## config.mk

```make
export PLATFORM = sky130hd
export DESIGN_NAME = commit_ctrl
export DESIGN_NICKNAME = d
export VERILOG_FILES = /design/src/rtl/commit_ctrl.sv
export SDC_FILE = /design/constraint.sdc
export NUM_CORES = 1
export LEC_CHECK = 0
export ABC_AREA = 1
export CORE_MARGIN = 2
export CORE_UTILIZATION = 40
export CTS_CLUSTER_SIZE = 24
export DETAILED_ROUTE_END_ITERATION = 7
export DONT_BUFFER_PORTS = 1
export SYNTH_ARGS = -nofsm -noshare
export SYNTH_HDL_FRONTEND = slang
export SYNTH_SLANG_ARGS = --single-unit
```

## constraint.sdc

```tcl
create_clock -name clock -period 2.7 [get_ports clock]
set_input_delay 0.27 -clock clock [delete_from_list [all_inputs] [get_ports clock]]
set_output_delay 0.27 -clock clock [all_outputs]
set_load 0.1 [all_outputs]
```

## src/rtl/commit_ctrl.sv

```systemverilog
// commit_ctrl: in-order retirement controller for the ROB head.
// Retires at most one instruction per cycle. ALU results are written to the
// register file in the same cycle the head is popped. A store is held at the
// head until memory reports completion, and it is popped only then. A
// mispredicted branch causes a one-cycle flush, and a halt stops retirement
// until the next reset.
//
// Handshake: mem_req is a valid signal. While mem_req=1 the fields
// mem_addr/mem_data/mem_size stay constant. The request is taken on the first
// cycle where mem_req=1 and mem_gnt=1. mem_done marks write completion. It can
// arrive in the same cycle as mem_gnt, or in a later cycle. Any gnt or done
// that arrives while no request is outstanding has no effect.
module commit_ctrl #(
    parameter int XLEN      = 32,
    parameter int REG_IDX_W = 5,
    parameter int ZERO_IDX  = 0
) (
    input  logic                 clock,
    input  logic                 reset,
    input  logic                 head_valid,
    input  logic                 head_ready,
    input  logic                 head_is_store,
    input  logic                 head_mispredict,
    input  logic                 head_halt,
    input  logic [REG_IDX_W-1:0] head_dest_reg,
    input  logic [XLEN-1:0]      head_value,
    input  logic [XLEN-1:0]      head_addr,
    input  logic [1:0]           head_mem_size,
    output logic                 rob_pop,
    output logic                 rf_wr_en,
    output logic [REG_IDX_W-1:0] rf_wr_idx,
    output logic [XLEN-1:0]      rf_wr_data,
    output logic                 mem_req,
    output logic [XLEN-1:0]      mem_addr,
    output logic [XLEN-1:0]      mem_data,
    output logic [1:0]           mem_size,
    input  logic                 mem_gnt,
    input  logic                 mem_done,
    output logic                 flush,
    output logic                 halted,
    output logic [31:0]          retire_count
);

    typedef enum logic [2:0] {
        RUN     = 3'd0,
        ST_REQ  = 3'd1,
        ST_WAIT = 3'd2,
        FLUSH   = 3'd3,
        HALT    = 3'd4
    } state_t;

    // Current and next FSM state. Name this signal when binding checkers.
    state_t state;
    state_t state_next;

    // Store fields captured when a store reaches the head.
    logic [XLEN-1:0] st_addr_q;
    logic [XLEN-1:0] st_data_q;
    logic [1:0]      st_size_q;

    // Combinational decode results, before the reset gating below.
    logic pop_c;
    logic wr_c;
    logic latch_en;
    logic head_go;
    logic dest_nonzero;

    assign head_go      = head_valid && head_ready;
    assign dest_nonzero = (head_dest_reg != REG_IDX_W'(ZERO_IDX));

    // State register. Reset drops any store in flight without popping it.
    always_ff @(posedge clock or negedge reset) begin
        if (!reset) begin
            state <= RUN;
        end else begin
            state <= state_next;
        end
    end

    // Next-state and retire decode. At most one pop is produced per cycle.
    always_comb begin
        state_next = state;
        pop_c      = 1'b0;
        wr_c       = 1'b0;
        latch_en   = 1'b0;
        unique case (state)
            RUN: begin
                if (head_go) begin
                    if (head_is_store) begin
                        // Mispredict and halt flags are meaningless for a store.
                        latch_en   = 1'b1;
                        state_next = ST_REQ;
                    end else begin
                        pop_c = 1'b1;
                        wr_c  = dest_nonzero;
                        if (head_halt) begin
                            state_next = HALT;
                        end else if (head_mispredict) begin
                            state_next = FLUSH;
                        end
                    end
                end
            end
            ST_REQ: begin
                if (mem_gnt) begin
                    if (mem_done) begin
                        pop_c      = 1'b1;
                        state_next = RUN;
                    end else begin
                        state_next = ST_WAIT;
                    end
                end
            end
            ST_WAIT: begin
                if (mem_done) begin
                    pop_c      = 1'b1;
                    state_next = RUN;
                end
            end
            FLUSH: begin
                state_next = RUN;
            end
            HALT: begin
                state_next = HALT;
            end
            default: begin
                state_next = RUN;
            end
        endcase
    end

    // Capture the store address, data and size as the FSM leaves RUN.
    always_ff @(posedge clock or negedge reset) begin
        if (!reset) begin
            st_addr_q <= '0;
            st_data_q <= '0;
            st_size_q <= '0;
        end else if (latch_en) begin
            st_addr_q <= head_addr;
            st_data_q <= head_value;
            st_size_q <= head_mem_size;
        end
    end

    // Count retirements. The counter wraps naturally at 32 bits.
    always_ff @(posedge clock or negedge reset) begin
        if (!reset) begin
            retire_count <= '0;
        end else if (rob_pop) begin
            retire_count <= retire_count + 32'd1;
        end
    end

    // The RUN decode depends on head inputs, so gate it while reset is low.
    assign rob_pop    = pop_c && reset;
    assign rf_wr_en   = wr_c && reset;
    assign rf_wr_idx  = rf_wr_en ? head_dest_reg : '0;
    assign rf_wr_data = rf_wr_en ? head_value : '0;

    assign mem_req  = (state == ST_REQ);
    assign mem_addr = st_addr_q;
    assign mem_data = st_data_q;
    assign mem_size = st_size_q;

    assign flush  = (state == FLUSH);
    assign halted = (state == HALT);

endmodule

```

After elaboration in Yosys (flattened, before gate mapping)

Index checks and enable logic that the tools add are counted.

Add/subtract/negate cells: 1
Eq/ne operators: 8
Mux-type cells: 21
Reduce and logical (&&, ||, !) cells: 6

Operators by type and width:

| cell                    | count |
|---|---|
| $add A32 B1 Y32 const B | 1 |
| $mux W32                | 1 |
| $mux W3                 | 6 |
| $pmux W3 S4             | 1 |
| $mux W1                 | 10 |
| $eq A3 B2 Y1 const B    | 2 |
| $mux W5                 | 1 |
| $reduce_bool A5 Y1      | 1 |
| $ne A2 B2 Y1 const B    | 2 |
| $ne A4 B4 Y1 const B    | 1 |
| $reduce_and A4 Y1       | 1 |
| $eq A3 B1 Y1 const B    | 1 |
| $eq A3 B3 Y1 const B    | 1 |
| $logic_and A1 B1 Y1     | 3 |
| $logic_not A3 Y1        | 1 |
| $pmux W1 S3             | 1 |
| $mux W2                 | 1 |
| $ne A2 B1 Y1 const B    | 1 |

Flip-flop bits (word level): 101
Output and inout port bits: 140

Logic depth before layout (Yosys ltp)

Depth after elaboration: 6
Gate-level depth with buffers: 9

Least setup slack after synthesis

Ideal clock, no wire load.

Path type: flip-flop to output port
Start: reg state[1]
End: out rf_wr_data[22]
Data arrival time: 2.439 ns
Data required time: 2.430 ns
Setup slack: -0.009 ns
Cell stages (with the launch flop): 10
Buffers on the path: 2
Path through: dfrtp_1 -> nor2_2 -> nand2_2 -> inv_2 -> nand2_2 -> nor2_1 -> nand2_1 -> buf_6 -> buf_6 -> nor2_1

Word-level cells in the longest chain between the ends: 4

Ends and longest elaborated chain:

| element                | RTL line | source |
|---|---|---|
| from (decl)            | 53       | `state_t state;` |
| from (signal assigned) | 76       | `state <= state_next;` |
| $logic_not A3 Y1       | 86       | `unique case (state)` |
| $mux W1                | 86       |  |
| $logic_and A1 B1 Y1    | 156      | `assign rf_wr_en = wr_c && reset;` |
| $mux W32               | 158      | `assign rf_wr_data = rf_wr_en ? head_value : '0;` |
| to (decl)              | 32       | `output logic [XLEN-1:0] rf_wr_data,` |

No other way between the ends.

Worst setup path in the final report

Start: reg state[1]
End: out rf_wr_data[27]

Same word-level chain as after synthesis.

==> summary.md <==
| Metric | Value |
|---|---|
| Status | `complete, no violations` |
| Yosys cell types | `26` |
| Largest area contributor in the netlist | `dfrtp_1` |
| Critical path arrival | `2.23 ns` |
| Max FO, Critical Path | `24` |
| Sink Count | `101` |
| RD Place Congestion | `0.8347` |
| Synthesis Warnings | `0` |
| Routed via count | `4287` |
| Sequential share of the synthesized area | `0.5131` |
| Post-CTS setup buffer count | `0` |
| Clk_skew | `0.006623 ns` |
| Post-synth EDFFs | `0` |
| Clock latency on the worst-skew pair | `0.35 ns` |
| Residual DRC count | `0` |
| Port Buffers | `0` |
| Slew @ Worst Pin | `0.9541 ns` |
| Ports | `220` |
| Hold Crit Class | `input port to register` |
| Top delay family on crit path | `simple AND/OR/NAND/NOR gates` |
| Setup CP Type | `register to output port` |
| H-tree Lvls | `3` |
| Synth Register Bits | `101` |
| Crit path time final | `2.503 ns` |
| Clk pin slew, worst setup/hold paths | `roughly 0.07 ns` |
| Initial antenna violation count | `0` |
| Synth Cell Area | `4926 sq um` |
| Worst R2R Path Depth | `10` |
| Synth top area cells | `dfrtp_1 51%, nand2_1 10%, nor2_1 8.8%` |
| Vias in the first global route | `4267` |
| CTS tree | `yes` |
| Setup TNS | `0 ns` |
| Die Area | `13220 sq um` |
| Worst path cell trace | `nor2_2 > nand2_2 > inv_2 > nand2_2 > nor2_1 > nand2_4 > buf_12 > nor2_2 > buf_12` |
| Global-route wire length before repair | `20910 um` |
| CORE AREA | `12010 sq um` |
| CP bufs+invs | `3` |
| Post-DP HPWL | `9920 um` |
| Drt initial violations | `approximately 240` |
| Drt pass-1 iters | `4` |
| RSZ-0062 raised after global routing | `false` |
| Area post-placement | `6123 sq um` |
| Min-Delay Endpoint | `mem_addr[21]$_DFFE_PN0P_` |
| Worst slew margin | `0.3639` |
| Final hold vios | `0` |
| Min Hold Slack | `between 0.04 and 0.05 ns` |
| Mapped Cells | `640` |
| Antenna-violating nets left | `0` |
| Worst Setup End Kind | `output port` |
| Number of buffers created by CTS | `9` |
| Slowest stage cell, crit path | `dfrtp_1` |
| Syn Nets | `721` |
| Maximum root-to-sink buffer count | `2` |
| R2r setup slk | `~0.81 ns` |
| Highest clock rate | `around 400 MHz` |
| CTS root buffer | `clkbuf_16` |
| Row count | `40` |
| Max-slew violations | `0` |
| Routed WL per cell | `15.58 um` |
| Layout net count | `approximately 790` |
| Top-area cell type share of the netlist area | `0.5131` |
| Area delta synth->final | `31.98%` |
| R2R Path End | `retire_count[1]$_DFFE_PN0P_` |
| Post-route cell area | `6501 sq um` |
| CP max stage delay | `0.43 ns` |
| Hold Startpoint | `head_addr[21]` |
| Syn Area/Cell | `between 7 and 8 sq um` |
| Initial core utilization | `0.4101` |
| Prevailing post-synth register cell | `dfrtp_1` |
| Fin crit share | `0.9272` |
| Maxcap violations | `0` |
| Number of cells on the worst hold path | `2` |
| FF-to-FF Start | `state[1]$_DFFE_PN0P_` |
| Chip Height | `115.0 um` |
| Share of cells above drive strength 1 | `0.1986` |
| Routed WL | `13360 um` |
| Grt ovf | `0` |
| Die X | `~110 um` |
| Worst setup slack after placement | `0.4777 ns` |
| Final worst slack | `0.1966 ns` |
| Worst EP required | `2.43 ns` |
| Async set-reset flop share out of synthesis | `1.000` |
| Largest net degree at the start of global routing | `around 130` |
| Tot GR Track Use | `0.2046` |
| Final setup violation count | `0` |
| Antenna diodes | `0` |
| CP Launch Type | `register` |
| Vias per cell | `about 5` |
-- registers in the layout, indices dropped and copies added, names as in the netlist --
name and cells:
mem_addr 32, mem_data 32, state 3, mem_size 2
retire_count 32
-- worst max-delay path by stage --
stage,startpoint,end,cells past startpoint
global placement,state[1]$_DFFE_PN0P_,rf_wr_data[13],9
detailed placement,state[1]$_DFFE_PN0P_,rf_wr_data[26],9
floorplan,state[1]$_DFFE_PN0P_,rf_wr_data[22],9
global route,state[1]$_DFFE_PN0P_,rf_wr_data[27],9
CTS,state[1]$_DFFE_PN0P_,rf_wr_data[27],9
finish,state[1]$_DFFE_PN0P_,rf_wr_data[27],9
-- synth_stat cells (2+ instances only) --
library cell / count
a21oi_1: 32
buf_2: 12
buf_4: 5
buf_6: 4
clkbuf_1: 2
dfrtp_1: 101
inv_1: 113
nand2_1: 135
nand2_2: 2
nand3_1: 31
nand4_1: 20
nor2_1: 115
nor2_2: 3
nor3b_1: 2
o21ai_0: 34
o21ai_1: 6
xnor2_1: 14
-- kinds of logic (layout without fill, tap and decap cells) --
logic type | Yosys count | in the layout | share of synthesized area
simple gates | 313 | 313 | 0.2659
xor+xnor | 15 | 15 | 0.02667
compound gates | 73 | 73 | 0.07442
flops | 101 | 101 | 0.5131
fa+ha+maj | 1 | 1 | 0.002540
buf+inv | 137 | 207 | 0.1173
-- stage by stage --
step                      utilization  std cells
after global routing           0.5413        857
after floorplan                     -        640
after global placement         0.5098        839
after detailed placement       0.5098        839
final                          0.5413        857
after CTS                      0.5408        857
-- routing by layer --
layer	routed length, um	vias to the layer above	track usage
li1	-	2088	-
met1	5304	1972	0.2437
met2	6561	195	0.3345
met3	1077	32	0.06273
met4	412	0	0.1060
met5	0	-	0
-- layout make-up --
type | instances | area (sq um)
Fill cell | 1129 | 5510
Sequential cell | 101 | 2527
Multi-Input combinational cell | 402 | 1926
Timing Repair Buffer | 77 | 1101
Inverter | 114 | 427.9
Clock buffer | 11 | 252.7
Tap cell | 147 | 183.9
Clock inverter | 5 | 82.58
-- cells in the final DEF (no fill, tap or decap), drive strengths merged --
cell         netlist  final
xor2               1      1
dlygate4sd3        0      1
a21oi             32     32
nand3             32     32
dfrtp            101    101
inv              114    114
xnor2             14     14
ha                 1      1
nor2             118    118
buf               21     76
nand3b             1      1
nor3b              2      2
clkbuf             2     11
bufinv             0      2
clkinv             0      3
nand4             20     20
nand2            137    137
a31oi              1      1
nor3               2      2
o21ai             40     40
or2                1      1
-- timing repair --
item | in CTS | in global routing
resized for setup | 0 | 1
endpoints found under the hold margin | 101 | 0
hold buffers | 2 | 0
setup endpoints to repair | 0 | 12
Power is not shown: default switching activity piles up to over one toggle a cycle in this logic, so the estimate is an artifact.
